File: src/rtl/config_mult_pkg.sv
// config_mult_pkg: shared types and lane-width helper for the sequential configurable multiplier
package config_mult_pkg;
  typedef enum logic [1:0] {PREC_FULL = 2'd0, PREC_HALF = 2'd1, PREC_QUARTER = 2'd2} prec_mode_e;
  typedef enum logic [1:0] {IDLE = 2'd0, BUSY = 2'd1, DONE = 2'd2} state_e;
  // reserved mode 3 falls through to full width
  function automatic int lane_width(input logic [1:0] mode, input int width);
    return mode == PREC_HALF ? width / 2 : mode == PREC_QUARTER ? width / 4 : width;
  endfunction
endpackage

File: src/rtl/config_mult_lane.sv
// config_mult_lane: one radix-2 shift-add lane; acc shows the accumulator including the current step
module config_mult_lane #(
  parameter int LW = 8
) (
  input  logic            clk_i,
  input  logic            rst_ni,
  input  logic            step_en,
  input  logic            clear,
  input  logic            is_last,
  input  logic            sgn,
  input  logic [LW-1:0]   mcand,
  input  logic [LW-1:0]   mplier,
  output logic [2*LW-1:0] acc
);
  logic [2*LW-1:0] acc_q, mc;
  logic [LW-1:0]   mp;
  logic            sgn_q;
  // the top bit of a signed multiplier carries weight -2^(LW-1), hence the subtract
  assign acc = !mp[0] ? acc_q : (is_last && sgn_q) ? acc_q - mc : acc_q + mc;
  always_ff @(posedge clk_i or negedge rst_ni)
    if (!rst_ni) begin
      acc_q <= '0;
      mc    <= '0;
      mp    <= '0;
      sgn_q <= 1'b0;
    end else if (clear) begin
      acc_q <= '0;
      mc    <= sgn ? {{LW{mcand[LW-1]}}, mcand} : {{LW{1'b0}}, mcand};
      mp    <= mplier;
      sgn_q <= sgn;
    end else if (step_en) begin
      acc_q <= acc;
      mc    <= mc << 1;
      mp    <= mp >> 1;
    end
endmodule

File: src/rtl/seq_config_multiplier.sv
// seq_config_multiplier: sequential shift-add multiplier with full/half/quarter SIMD lanes behind valid/ready
module seq_config_multiplier
  import config_mult_pkg::*;
#(
  parameter int WIDTH = 8
) (
  input  logic               clk_i,
  input  logic               rst_ni,
  input  logic               in_valid_i,
  output logic               in_ready_o,
  input  logic [WIDTH-1:0]   multiplicand_i,
  input  logic [WIDTH-1:0]   multiplier_i,
  input  logic [1:0]         prec_mode_i,
  input  logic               signed_i,
  output logic               out_valid_o,
  input  logic               out_ready_i,
  output logic [2*WIDTH-1:0] product_o,
  output logic               busy_o
);
  localparam int CW = $clog2(WIDTH);
  state_e             state, state_nxt;
  logic [CW-1:0]      cnt;
  logic [1:0]         mode_q;
  logic               accept, last;
  logic [2*WIDTH-1:0] prod_full, prod_half, prod_quarter, prod_sel;
  assign in_ready_o  = state == IDLE;
  assign busy_o      = state == BUSY;
  assign out_valid_o = state == DONE;
  assign accept      = in_valid_i && in_ready_o;
  assign last        = cnt == CW'(lane_width(mode_q, WIDTH) - 1);
  assign prod_sel    = mode_q == PREC_HALF ? prod_half : mode_q == PREC_QUARTER ? prod_quarter : prod_full;
  always_comb
    state_nxt = state == IDLE ? (in_valid_i ? BUSY : IDLE) :
                state == BUSY ? (last ? DONE : BUSY) :
                (out_ready_i ? IDLE : DONE);
  always_ff @(posedge clk_i or negedge rst_ni)
    if (!rst_ni) begin
      state     <= IDLE;
      cnt       <= '0;
      mode_q    <= PREC_FULL;
      product_o <= '0;
    end else begin
      state <= state_nxt;
      if (accept) begin
        cnt    <= '0;
        mode_q <= prec_mode_i;
      end else if (busy_o) cnt <= cnt + 1'b1;
      if (busy_o && last) product_o <= prod_sel;
    end
  // every lane group steps together; the latched mode only picks which group reaches product_o
  config_mult_lane #(.LW(WIDTH)) u_full (
    .clk_i, .rst_ni, .step_en(busy_o), .clear(accept), .is_last(cnt == CW'(WIDTH - 1)),
    .sgn(signed_i), .mcand(multiplicand_i), .mplier(multiplier_i), .acc(prod_full)
  );
  for (genvar h = 0; h < 2; h++) begin : g_half
    config_mult_lane #(.LW(WIDTH / 2)) u_lane (
      .clk_i, .rst_ni, .step_en(busy_o), .clear(accept), .is_last(cnt == CW'(WIDTH / 2 - 1)),
      .sgn(signed_i), .mcand(multiplicand_i[WIDTH/2*h +: WIDTH/2]),
      .mplier(multiplier_i[WIDTH/2*h +: WIDTH/2]), .acc(prod_half[WIDTH*h +: WIDTH])
    );
  end
  for (genvar q = 0; q < 4; q++) begin : g_quarter
    config_mult_lane #(.LW(WIDTH / 4)) u_lane (
      .clk_i, .rst_ni, .step_en(busy_o), .clear(accept), .is_last(cnt == CW'(WIDTH / 4 - 1)),
      .sgn(signed_i), .mcand(multiplicand_i[WIDTH/4*q +: WIDTH/4]),
      .mplier(multiplier_i[WIDTH/4*q +: WIDTH/4]), .acc(prod_quarter[WIDTH/2*q +: WIDTH/2])
    );
  end
endmodule

File: config.mk
export PLATFORM = sky130hd
export DESIGN_NAME = seq_config_multiplier
export DESIGN_NICKNAME = d
export VERILOG_FILES = /design/src/rtl/config_mult_pkg.sv /design/src/rtl/config_mult_lane.sv /design/src/rtl/seq_config_multiplier.sv
export SDC_FILE = /design/constraint.sdc
export NUM_CORES = 1
export LEC_CHECK = 0
export BUFFER_PORTS_ARGS = -buffer_cell sky130_fd_sc_hd__buf_4
export CELL_PAD_IN_SITES_DETAIL_PLACEMENT = 1
export CELL_PAD_IN_SITES_GLOBAL_PLACEMENT = 2
export CORE_MARGIN = 5
export CORE_UTILIZATION = 30
export DETAILED_ROUTE_END_ITERATION = 12
export PLACE_DENSITY = 0.63
export SYNTH_ARGS = -nofsm -noshare
export SYNTH_HDL_FRONTEND = slang
export SYNTH_SLANG_ARGS = --single-unit
File: constraint.sdc
create_clock -name clk_i -period 6.1 [get_ports clk_i]
set_input_delay 0.305 -clock clk_i [delete_from_list [all_inputs] [get_ports clk_i]]
set_output_delay 0.305 -clock clk_i [all_outputs]
set_load 0.01 [all_outputs]
# ---- After elaboration in Yosys (flattened, before gate mapping)
# Cells that the tools add are included.
dict set report op_classes {
  eq_ne 8
  add_sub_neg 16
  n_mux 74
  n_reduce_logical 7
}
# cell n
set op_table {}
lappend op_table {{16-bit 2-to-1 mux} 9}
lappend op_table {{4-bit 2-to-1 mux} 32}
lappend op_table {{8-bit 2-to-1 mux} 16}
lappend op_table {{2-bit 2-to-1 mux} 13}
lappend op_table {{16-bit adder} 1}
lappend op_table {{4-bit adder} 4}
lappend op_table {{8-bit adder} 2}
lappend op_table {{16-bit subtractor} 1}
lappend op_table {{4-bit subtractor} 4}
lappend op_table {{8-bit subtractor} 2}
lappend op_table {{3-bit 2-to-1 mux} 3}
lappend op_table {{1-bit logical AND} 5}
lappend op_table {{2-bit by 1-bit == test with 1-bit output, second input constant} 2}
lappend op_table {{2-bit == test, second input constant} 2}
lappend op_table {{3-bit by 1-bit adder with 3-bit output, second input constant} 1}
lappend op_table {{3-bit by 1-bit == test with 1-bit output, second input constant} 1}
lappend op_table {{3-bit by 2-bit == test with 1-bit output, second input constant} 1}
lappend op_table {{3-bit == test} 1}
lappend op_table {{3-bit == test, second input constant} 1}
lappend op_table {{3-bit by 1-bit subtractor with 3-bit output, second input constant} 1}
lappend op_table {{2-bit logical NOT} 1}
lappend op_table {{2-bit nonzero test} 1}
lappend op_table {{1-bit 2-to-1 mux} 1}
dict set report word_totals {
  reg_bits 144
  in_bits 23
  output_inout_bits 19
  word_cells 131
}

# ---- Depth between registers and ports, before layout
# Gate-level depths: netlist (run 1).
dict set report depth {
  ltp_word 8
  mapped_depth 15
  ltp_nobuf 15
}

# ---- Modules after synthesis
# A second synthesis (run 1) with hierarchy kept.
dict set report hier_totals {
  cells_unflattened 1091
  area_unflattened_um2 10227.3
}
# mod cells_each area_per_inst_um2 seq_area_each_um2 n_inst
set modules_own_cells {}
lappend modules_own_cells {{config_mult_lane (u_full)} 335 3044.2 1026.0 1}
lappend modules_own_cells {{config_mult_lane (g_quarter[0].u_lane ...)} 79 735.7 275.3 4}
lappend modules_own_cells {{config_mult_lane (g_half[0].u_lane)} 155 1445.1 525.5 1}
lappend modules_own_cells {{config_mult_lane (g_half[1].u_lane)} 158 1440.1 525.5 1}
lappend modules_own_cells {seq_config_multiplier 127 1355.0 575.6 1}

# ---- Worst setup path before layout (run 1)
# Ideal clock, no wire load.
dict set report synth_timing {
  path_kind {register to register}
  from {register u_full.mc[0]}
  to {register product_o[15]}
  setup_ns 0.132
  setup_slack_ns 2.787
  stages_incl_launch_ff 14
  arrival_time_ns 3.181
  n_path_buf 0
  required_ns 5.968
  synth_period_minus_slack_ns 3.313
  cell_sequence {dfrtp_1 inv_1 ha_1 nor3b_1 a21oi_1 xnor2_1 ha_1 a2111o_1 o21a_1 o21a_1 a21oi_2 xnor2_1 and3_4 o221ai_2}
}
dict set report synth_via {
  elab_chain_cells 5
  elab_cells_between_ends 6
  classes_between {2 x add/sub; 4 x mux}
}
# item line_no
set synth_lines {}
lappend synth_lines {{start, declared} config_mult_lane.sv:15} ;# logic [2*LW-1:0] acc_q, mc;
lappend synth_lines {{start signal, assigned} config_mult_lane.sv:28} ;# mc <= sgn ? {{LW{mcand[LW-1]}}, mcand} : {{LW{1'b0}}, mcand};
lappend synth_lines {{start signal, assigned} config_mult_lane.sv:33} ;# mc <= mc << 1;
lappend synth_lines {{16-bit adder / 16-bit subtractor (equally long branches)} config_mult_lane.sv:19} ;# assign acc = !mp[0] ? acc_q : (is_last && sgn_q) ? acc_q - mc : acc_q + mc;
lappend synth_lines {{16-bit 2-to-1 mux (*) (2 in a row)} config_mult_lane.sv:19}
lappend synth_lines {{16-bit 2-to-1 mux (*) (2 in a row)} seq_config_multiplier.sv:31} ;# assign prod_sel = mode_q == PREC_HALF ? prod_half : mode_q == PREC_QUARTER ? prod_quarter : prod_full;
lappend synth_lines {{end signal, assigned} seq_config_multiplier.sv:48} ;# if (busy_o && last) product_o <= prod_sel;
lappend synth_lines {{end, declared} seq_config_multiplier.sv:17} ;# output logic [2*WIDTH-1:0] product_o,
# Every way passes the cells marked *; elsewhere a longest branch is shown, timed or not.
# A chain may end at the register's enable or synchronous reset.

# ---- Final worst setup path (run 1)
# Ends and elaborated chain as after synthesis.

==> results of run 1 <==
[kinds of logic after synthesis]
kind of cell,Yosys count,synth area share
XOR/XNOR,70,0.0744
adder cells (fa/ha/maj),59,0.0959
buffers and inverters,87,0.0407
AND/OR/NAND/NOR,289,0.163
flip-flops,128,0.389
multiplexers,21,0.0260
AO/OA/AOI/OAI,265,0.212
[cells in the mapped netlist, types with 10 or more instances]
cell type    n
xor2_1      24
a211oi_1    11
mux2i_1     18
nand3_1     51
a32o_1      11
ha_1        52
clkbuf_1    40
o21ai_0     87
nand2_1    129
nor2_1      46
o31ai_1     11
xnor2_1     46
a21oi_1     53
nor2b_1     15
a221o_1     10
dfrtp_1    128
inv_1       38
a22o_1      11
[per-layer routing]
metal  routed length (um)  share of wire  vias up
li1                     -              -     3333
met1                13900           0.52     3463
met2                12200           0.45       86
met3                  590          0.022       15
met4                  223         0.0083        0
met5                    0              0        -
[flip-flops by register name, indices dropped and copies added, names as in the netlist]
signal                  count
g_half.u_lane.acc_q        16
g_quarter.u_lane.acc_q     16
product_o                  16
u_full.acc_q               16
u_full.mc                  16
g_half.u_lane.mc           12
g_quarter.u_lane.mc        12
u_full.mp                   8
g_half.u_lane.mp            4
g_quarter.u_lane.mp         4
cnt                         3
mode_q                      2
state                       2
g_quarter.u_lane.sgn_q      1
[placed cells by master, fill, tap and decap left out, types with 4 or more instances in the layout]
master,n
clkbuf_16,17
dfrtp_1,128
xor2_1,24
a21oi_1,53
nand2_1,128
nand2b_1,5
o21a_1,9
inv_1,37
a22o_1,11
and3_1,9
o21ai_0,87
nor3_1,9
fa_1,7
xnor2_1,46
o221ai_1,4
buf_4,50
and2_1,4
a22oi_1,8
nor3b_1,4
nand3_1,51
a211oi_1,11
nor2_1,45
clkinv_4,5
o221a_2,4
a221o_1,10
o21ai_1,4
a21o_1,9
a31oi_1,9
o31ai_1,11
bufinv_16,6
ha_1,52
mux2i_1,18
nor2b_1,15
a32o_1,11
[stage by stage]
| step | cell area [sq um] | worst slack (ns) |
|---|---|---|
| after global placement | 8870 | 2.25 |
| final | 9560 | 2.15 |
| after floorplan | 8240 | 2.79 |
| after detailed placement | 8870 | 2.14 |
| after CTS | 9560 | 2.13 |
| after global routing | 9560 | 1.83 |
[cell type report]
cell class / instances / area, sq um
well taps: 341 / 427
clock inverters: 15 / 255
repair buffers: 52 / 397
fillers: 3129 / 17500
multi-input cells: 704 / 4710
flip-flops and latches: 128 / 3200
inverters: 38 / 143
clock buffers: 17 / 425
[final timing paths]
path | slack, ns | end | cells after the start
max | 2.15 | product_o[15]$_DFFE_PN0P_ | 13
min | 0.08 | g_half[0].u_lane.mp[3]$_DFFE_PN0P_ | 3
max reg2reg | 2.15 | product_o[15]$_DFFE_PN0P_ | 13
min reg2reg | 0.48 | product_o[2]$_DFFE_PN0P_ | 2
max in group asynchronous | 4.29 | g_half[0].u_lane.mc[4]$_DFFE_PN0P_ | 3
min in group asynchronous | 0.48 | g_quarter[3].u_lane.mc[3]$_DFFE_PN0P_ | 2
[worst max-delay path: cells and delay by family, from the launching register on]
family,cells,cell delay (ns)
AND/OR/NAND/NOR,2,0.85
AO/OA/AOI/OAI,6,1.35
flip-flops,1,0.48
buffers and inverters,1,0.12
adder cells (fa/ha/maj),2,0.54
XOR/XNOR,2,0.47
==> results.cfg, run 1 <==
[sta]
period_needed_ns = 3.95
max-slew-margin-rel = 0.456
maxSlewViolCount = 0
holdWs_ns = 0.0825
hold_viol = 0
rsz0062_at_grt = no
finClkSkew_ns = 0.0113
setup_viol = 0
tightest_slew_ns = 0.816
period_share = 0.647
fin_tns_setup_ns = 0
clock.fmax_mhz = 253

[route]
ant_nets = 0
drt-pass1-iter-count = 5
num_vias = 6897
viasPerCell = 5.33
post-route-drc-count = 0
drt-initial-drc-count = 358
routed_wl_mm = 26.9
wl_per_cell_um = 20.8

[placement]
gp_congestion = 0.763
port_buffers = 41
dp_hpwl_mm = 18.9
placed_cells = 1262

[logic_synthesis]
async_flop_share = 1.00
synth_nets = 1001
yosys_warnings = 0
synth_area_leaders = dfrtp_1, ha_1, nand2_1, o21ai_0, xnor2_1
ys_seq_elements = 128
syn_inst = 919
yosysTopAreaCell = dfrtp_1
ys_types = 64
syn_avg_cell_area_sq_um = 8.97
synth_seq_area_share = 0.389
synth_edf_count = 0
ys.flop_type = dfrtp_1
syn_area_sq_mm = 0.00824
yosysTopAreaCellShare = 0.389

[die]
die_area_sq_mm = 0.0309
fp.dieH_um = 176
num_rows = 60
start_util = 0.305
die_width_um = 176
fp.coreArea_sq_mm = 0.0270
ios = 42

[critical_path]
arrival_ns = 4.25
slowest_delay_ns = 0.61
critPathSlowestCell = nor3b_1
crit_path_start = u_full.mc[0]$_DFFE_PN0P_
critPathLaunchType = flip-flop
path_class = flip-flop to flip-flop
critical_path.cell_chain = inv_1 > ha_1 > nor3b_1 > a21oi_1 > xnor2_1 > ha_1 > a2111o_1 > o21a_1 > o21a_1 > a21oi_2 > xnor2_1 > and3_4 > o221ai_2
cp_max_fo = 8
rr_startpoint = u_full.mc[0]$_DFFE_PN0P_
crit_path_end_kind = flip-flop
cp.required_ns = 6.40

[clocking]
insertion_delay_ns = 0.43
path_clk_slew_ns = 0.07
cts_resized = 0
cts_setup_buffers = 0
cts_tree = done
cts_hold_buffers = 1
clock_path_buffers = 2
cts_root_buf = clkbuf_16
cts_max_level = 4
cts.sinks = 128
cts_buffers = 17

[finish]
fin_cells = 1295
final_core_util = 0.354
nets = 1023
drive_gt1_frac = 0.112
areaGrowthSynthToFinish_pct = 16.0
antenna_cells = 0

[global_routing]
grt_remaining_overflow = 0
grt_max_degree = 73
grt_pass1_vias = 7311
grt_antenna_before_repair = 1
grtUsageMet3 = 0.0230
top_usage_layer = met2
use_met1 = 0.262
global_route.usage.met2 = 0.282
grt_pass1_wl_mm = 43.0
track_usage = 0.179

[outcome]
outcome = finished, final reports clean

[worst_hold_path]
hp-class = primary input to flip-flop
hp-start = multiplier_i[3]

[flow_run]
drv_cap = 0
Power of run 1 is not shown: default switching activity piles up to over one toggle a cycle in this logic, so the estimate is an artifact.
==> run 2: changes to the inputs <==
--- a/config.mk
+++ b/config.mk
@@ -11,7 +11,7 @@
 export CORE_MARGIN = 5
 export CORE_UTILIZATION = 30
 export DETAILED_ROUTE_END_ITERATION = 12
-export PLACE_DENSITY = 0.63
+export PLACE_DENSITY = 0.66
 export SYNTH_ARGS = -nofsm -noshare
 export SYNTH_HDL_FRONTEND = slang
 export SYNTH_SLANG_ARGS = --single-unit
==> constraint.sdc (replaced) <==
create_clock -name clk_i -period 3.4 [get_ports clk_i]
set_input_delay 0.17 -clock clk_i [delete_from_list [all_inputs] [get_ports clk_i]]
set_output_delay 0.17 -clock clk_i [all_outputs]
set_load 0.01 [all_outputs]
==> run 2 against run 1 <==
Final cell count is 3.9% higher; critical path type unchanged; largest cell class unchanged; worst hold slack worse by 0.057 ns; routed wire length is 0.82% higher.
==> results.cfg, run 2 (synthesis gave the netlist of run 1 again) <==
[outcome]
outcome = finished, final reports clean

[placement]
dp_hpwl_mm = 19.6
placed_cells = 1296
port_buffers = 41
place_area_sq_mm = 0.00914
gp_congestion = 0.829

[route]
drt-pass1-iter-count = 4
post-route-drc-count = 0
drt-initial-drc-count = 397
viasPerCell = 5.23
wl_per_cell_um = 20.2
routed_wl_mm = 27.1
ant_nets = 0
num_vias = 7039

[clocking]
clock_path_buffers = 2
insertion_delay_ns = 0.43
cts.sinks = 128
cts_max_level = 4
path_clk_slew_ns = 0.07
cts_tree = done
cts_root_buf = clkbuf_16
cts_buffers = 17

[critical_path]
arrival_ns = 3.55
cp_max_fo = 6
slowest_delay_ns = 0.59
critical_path.cell_chain = or4_4 > nand2b_2 > o41ai_1 > xor2_1 > ha_2 > nand2_1 > o21ai_0 > a21oi_2 > xnor2_2 > and3_4 > o221ai_2
crit_path_end_kind = flip-flop
path_class = flip-flop to flip-flop
critPathLaunchType = flip-flop
critPathSlowestCell = or4_4
critPathTopFamily = simple AND/OR/NAND/NOR gates
cp.required_ns = 3.69
path_buf_inv = 0

[die]
die_width_um = 176
ios = 42
num_rows = 60
fp.coreArea_sq_mm = 0.0270
start_util = 0.305
die_area_sq_mm = 0.0309
fp.dieH_um = 176

[global_routing]
grt_antenna_before_repair = 1
grt_max_degree = 70
grt_pass1_wl_mm = 43.1
track_usage = 0.179
grt_remaining_overflow = 0
grt_pass1_vias = 7369

[sta]
finClkSkew_ns = 0.0169
tightest_slew_ns = 1.14
clock.fmax_mhz = 307
hold_viol = 0
period_needed_ns = 3.26
maxSlewViolCount = 0
setup_viol = 0
max-slew-margin-rel = 0.240
period_share = 0.958

[finish]
antenna_cells = 0
fin_cells = 1345
drive_gt1_frac = 0.169
final_cell_mix = dfrtp_1, nand2_1, buf_4
mostFrequentLayoutCell = dfrtp_1
areaGrowthSynthToFinish_pct = 21.6
nets = 1073
num-fill-cells = 3151
design_area_sq_mm = 0.0100

[flow_run]
drv_cap = 0

[worst_hold_path]
hp-class = primary input to flip-flop
run 2: cell count changes in the layout (fill, tap and decap cells not counted), sizes merged:
cell,change
buf,+40
bufinv,-3
clkbuf,+1
clkinv,-1
clkinvlp,+2
dlygate4sd3,+10
inv,+1
run 2: final timing paths:
| path | start | endpoint | slack [ns] | cells after the start |
|---|---|---|---|---|
| setup / recovery | u_full.mc[0]$_DFFE_PN0P_ | product_o[15]$_DFFE_PN0P_ | 0.14 | 11 |
| hold / removal | multiplicand_i[2] | g_quarter[1].u_lane.mc[0]$_DFFE_PN0P_ | 0.03 | 3 |
| setup reg to reg | u_full.mc[0]$_DFFE_PN0P_ | product_o[15]$_DFFE_PN0P_ | 0.14 | 11 |
| hold reg to reg | product_o[4]$_DFFE_PN0P_ | product_o[4]$_DFFE_PN0P_ | 0.47 | 2 |
| max in group asynchronous | rst_ni | g_half[0].u_lane.acc_q[0]$_DFFE_PN0P_ | 2.27 | 3 |
| min in group asynchronous | rst_ni | g_half[0].u_lane.acc_q[5]$_DFFE_PN0P_ | 0.33 | 2 |
run 2: worst min-delay path: stages:
cell and delay, ns:
buf_4 0.08, nand2_1 0.08, o21ai_0 0.09
run 2: per-layer routing:
layer  wire (um)  track usage
met1       13700        0.267
met2       12500        0.279
met3         753       0.0237
met4         188       0.0331
met5           0            0
run 2: cell type report:
| class | count | area (sq um) | area share |
|---|---|---|---|
| timing repair buffer | 102 | 813 | 0.0811 |
| sequential | 128 | 3200 | 0.320 |
| multi-input combinational | 704 | 4830 | 0.482 |
| clock inverter | 14 | 180 | 0.0180 |
| inverter | 38 | 143 | 0.0142 |
| clock buffer | 18 | 429 | 0.0428 |
| tap | 341 | 427 | 0.0426 |
run 2: timing repair:
action                                  in CTS  in global routing
pin swaps                                    0                 10
hold buffers                                11                  0
gates resized for setup                      2                 27
setup buffers                                0                  6
endpoints found under the setup margin       1                 15
cloned                                       0                  0
endpoints found under the hold margin       79                  0
run 2: per-stage QoR:
stage	hold WS, ns	util	TNS, ns	setup WS (ns)
2_1_floorplan	-0.126	-	0	0.0870
4_1_cts	0.0116	0.365	0	0.0418
3_5_place_dp	0.251	0.338	-0.0564	-0.0564
5_1_grt	0.0255	0.371	-0.0378	-0.0202
3_3_place_gp	0.245	0.338	-0.00869	-0.00869
6_report	0.0252	0.371	0	0.143
Power of run 2 is left out for the same reason.
==> run 3: changes to the inputs <==
--- a/config.mk
+++ b/config.mk
@@ -11,6 +11,7 @@
 export CORE_MARGIN = 5
 export CORE_UTILIZATION = 30
 export DETAILED_ROUTE_END_ITERATION = 12
+export MAX_ROUTING_LAYER = met4
 export PLACE_DENSITY = 0.66
 export SYNTH_ARGS = -nofsm -noshare
 export SYNTH_HDL_FRONTEND = slang
==> run 3 against run 2 <==
Flip-flop and latch count is the same; worst hold slack worse by 0.0021 ns; sequential share of layout area did not move; register-to-register slack barely moved; non-clock buffer count did not move; setup slack worse by 0.012 ns; fmax decreased by 0.38%; utilization unchanged; clock-buffer cell count unchanged; critical path type unchanged; largest cell class unchanged.
==> results.cfg, run 3 (synthesis gave the netlist of run 1 again) <==
[worst_hold_path]
whs_path_depth = 3
hp-start = multiplicand_i[2]
min_to = g_quarter[1].u_lane.mc[0]$_DFFE_PN0P_
hp-class = primary input to flip-flop

[sta]
worst_slack_ns = 0.131
clock.fmax_mhz = 306
fin_tns_setup_ns = 0
tightest_slew_ns = 1.14
period_needed_ns = 3.27
max-slew-margin-rel = 0.239
maxSlewViolCount = 0
setup_viol = 0
period_share = 0.962
finClkSkew_ns = 0.0130
holdWs_ns = 0.0231
hold_viol = 0

[finish]
final_core_util = 0.371
mostFrequentLayoutCell = dfrtp_1
antenna_cells = 0
num-fill-cells = 3151
areaGrowthSynthToFinish_pct = 21.6
final_cell_mix = dfrtp_1, nand2_1, buf_4
nets = 1073
drive_gt1_frac = 0.169

[critical_path]
crit_path_end_kind = flip-flop
slowest_delay_ns = 0.59
critPathTopFamily = simple AND/OR/NAND/NOR gates
cp.required_ns = 3.69
cp_max_fo = 6
r2r_setup_slack_ns = 0.13
path_class = flip-flop to flip-flop
critical_path.cell_chain = or4_4 > nand2b_2 > o41ai_1 > xor2_1 > ha_2 > nand2_1 > o21ai_0 > a21oi_2 > xnor2_2 > and3_4 > o221ai_2
arrival_ns = 3.56
rr_endpoint = product_o[15]$_DFFE_PN0P_
critPathSlowestCell = or4_4
critPathLaunchType = flip-flop
rr_startpoint = u_full.mc[0]$_DFFE_PN0P_
worstRegToRegCells = 11
path_buf_inv = 0

[die]
num_rows = 60
start_util = 0.305
ios = 42
fp.coreArea_sq_mm = 0.0270
die_area_sq_mm = 0.0309
die_width_um = 176
fp.dieH_um = 176

[clocking]
path_clk_slew_ns = 0.07
cts_max_level = 4
cts.sinks = 128
cts_buffers = 17
clock_path_buffers = 2
insertion_delay_ns = 0.43
cts_tree = done
cts_root_buf = clkbuf_16

[placement]
pre_cts_slack_ns = -0.0564
gp_congestion = 0.842
dp_hpwl_mm = 19.6
port_buffers = 41

[route]
routed_wl_mm = 27.1
ant_nets = 0
post-route-drc-count = 0
drt-initial-drc-count = 373
num_vias = 7033
wl_per_cell_um = 20.2
viasPerCell = 5.23
drt-pass1-iter-count = 5

[global_routing]
grt_antenna_before_repair = 1
grt_pass1_wl_mm = 43.2
grt_max_degree = 70
track_usage = 0.184
grt_remaining_overflow = 0
grt_pass1_vias = 7368

[flow_run]
drv_cap = 0

[outcome]
outcome = finished, final reports clean
-- run 3: cell counts in the layout (fill, tap and decap cells not counted) --
No cell type changed its count.
-- run 3: timing repair --
item,in CTS,in global routing
endpoints found under the hold margin,79,0
resized for setup,2,27
hold buffers,11,0
pin swaps,0,10
cloned,0,0
setup buffers,0,6
setup endpoints to repair,1,15
-- run 3: per-layer routing --
metal / global-route usage / vias up / wire length (um)
met5: - / - / 0
met1: 0.268 / 3487 / 13900
met3: 0.0235 / 13 / 675
met2: 0.279 / 94 / 12400
li1: - / 3439 / -
met4: 0.0331 / 0 / 174
-- run 3: final cells by class --
class	count	area, sq um	area share
Timing Repair Buffer	102	813	0.0811
Clock buffer	18	429	0.0428
Sequential cell	128	3200	0.320
Clock inverter	14	180	0.0180
Inverter	38	143	0.0142
Tap cell	341	427	0.0426
Multi-Input combinational cell	704	4830	0.482
-- run 3: how the worst max path moves through the flow --
stage / from / to / slack [ns] / cells after the start
2_1_floorplan: u_full.mc[0]$_DFFE_PN0P_ / product_o[15]$_DFFE_PN0P_ / 0.09 / 13
3_3_place_gp: cnt[0]$_DFFE_PN0P_ / product_o[10]$_DFFE_PN0P_ / -0.009 / 14
3_5_place_dp: u_full.mc[0]$_DFFE_PN0P_ / product_o[10]$_DFFE_PN0P_ / -0.06 / 12
4_1_cts: cnt[0]$_DFFE_PN0P_ / product_o[11]$_DFFE_PN0P_ / 0.04 / 13
5_1_grt: cnt[0]$_DFFE_PN0P_ / product_o[11]$_DFFE_PN0P_ / -0.02 / 14
6_report: u_full.mc[0]$_DFFE_PN0P_ / product_o[15]$_DFFE_PN0P_ / 0.13 / 11
-- run 3: worst min-delay path, cell delays in order --
cell and delay, ns:
buf_4 0.08, nand2_1 0.08, o21ai_0 0.09
-- run 3: stage by stage --
stage	cell area (sq um)	cells
floorplan	8240	919
global placement	9140	1296
detailed placement	9140	1296
CTS	9860	1339
global route	10000	1345
finish	10000	1345
Power of run 3 is left out for the same reason.
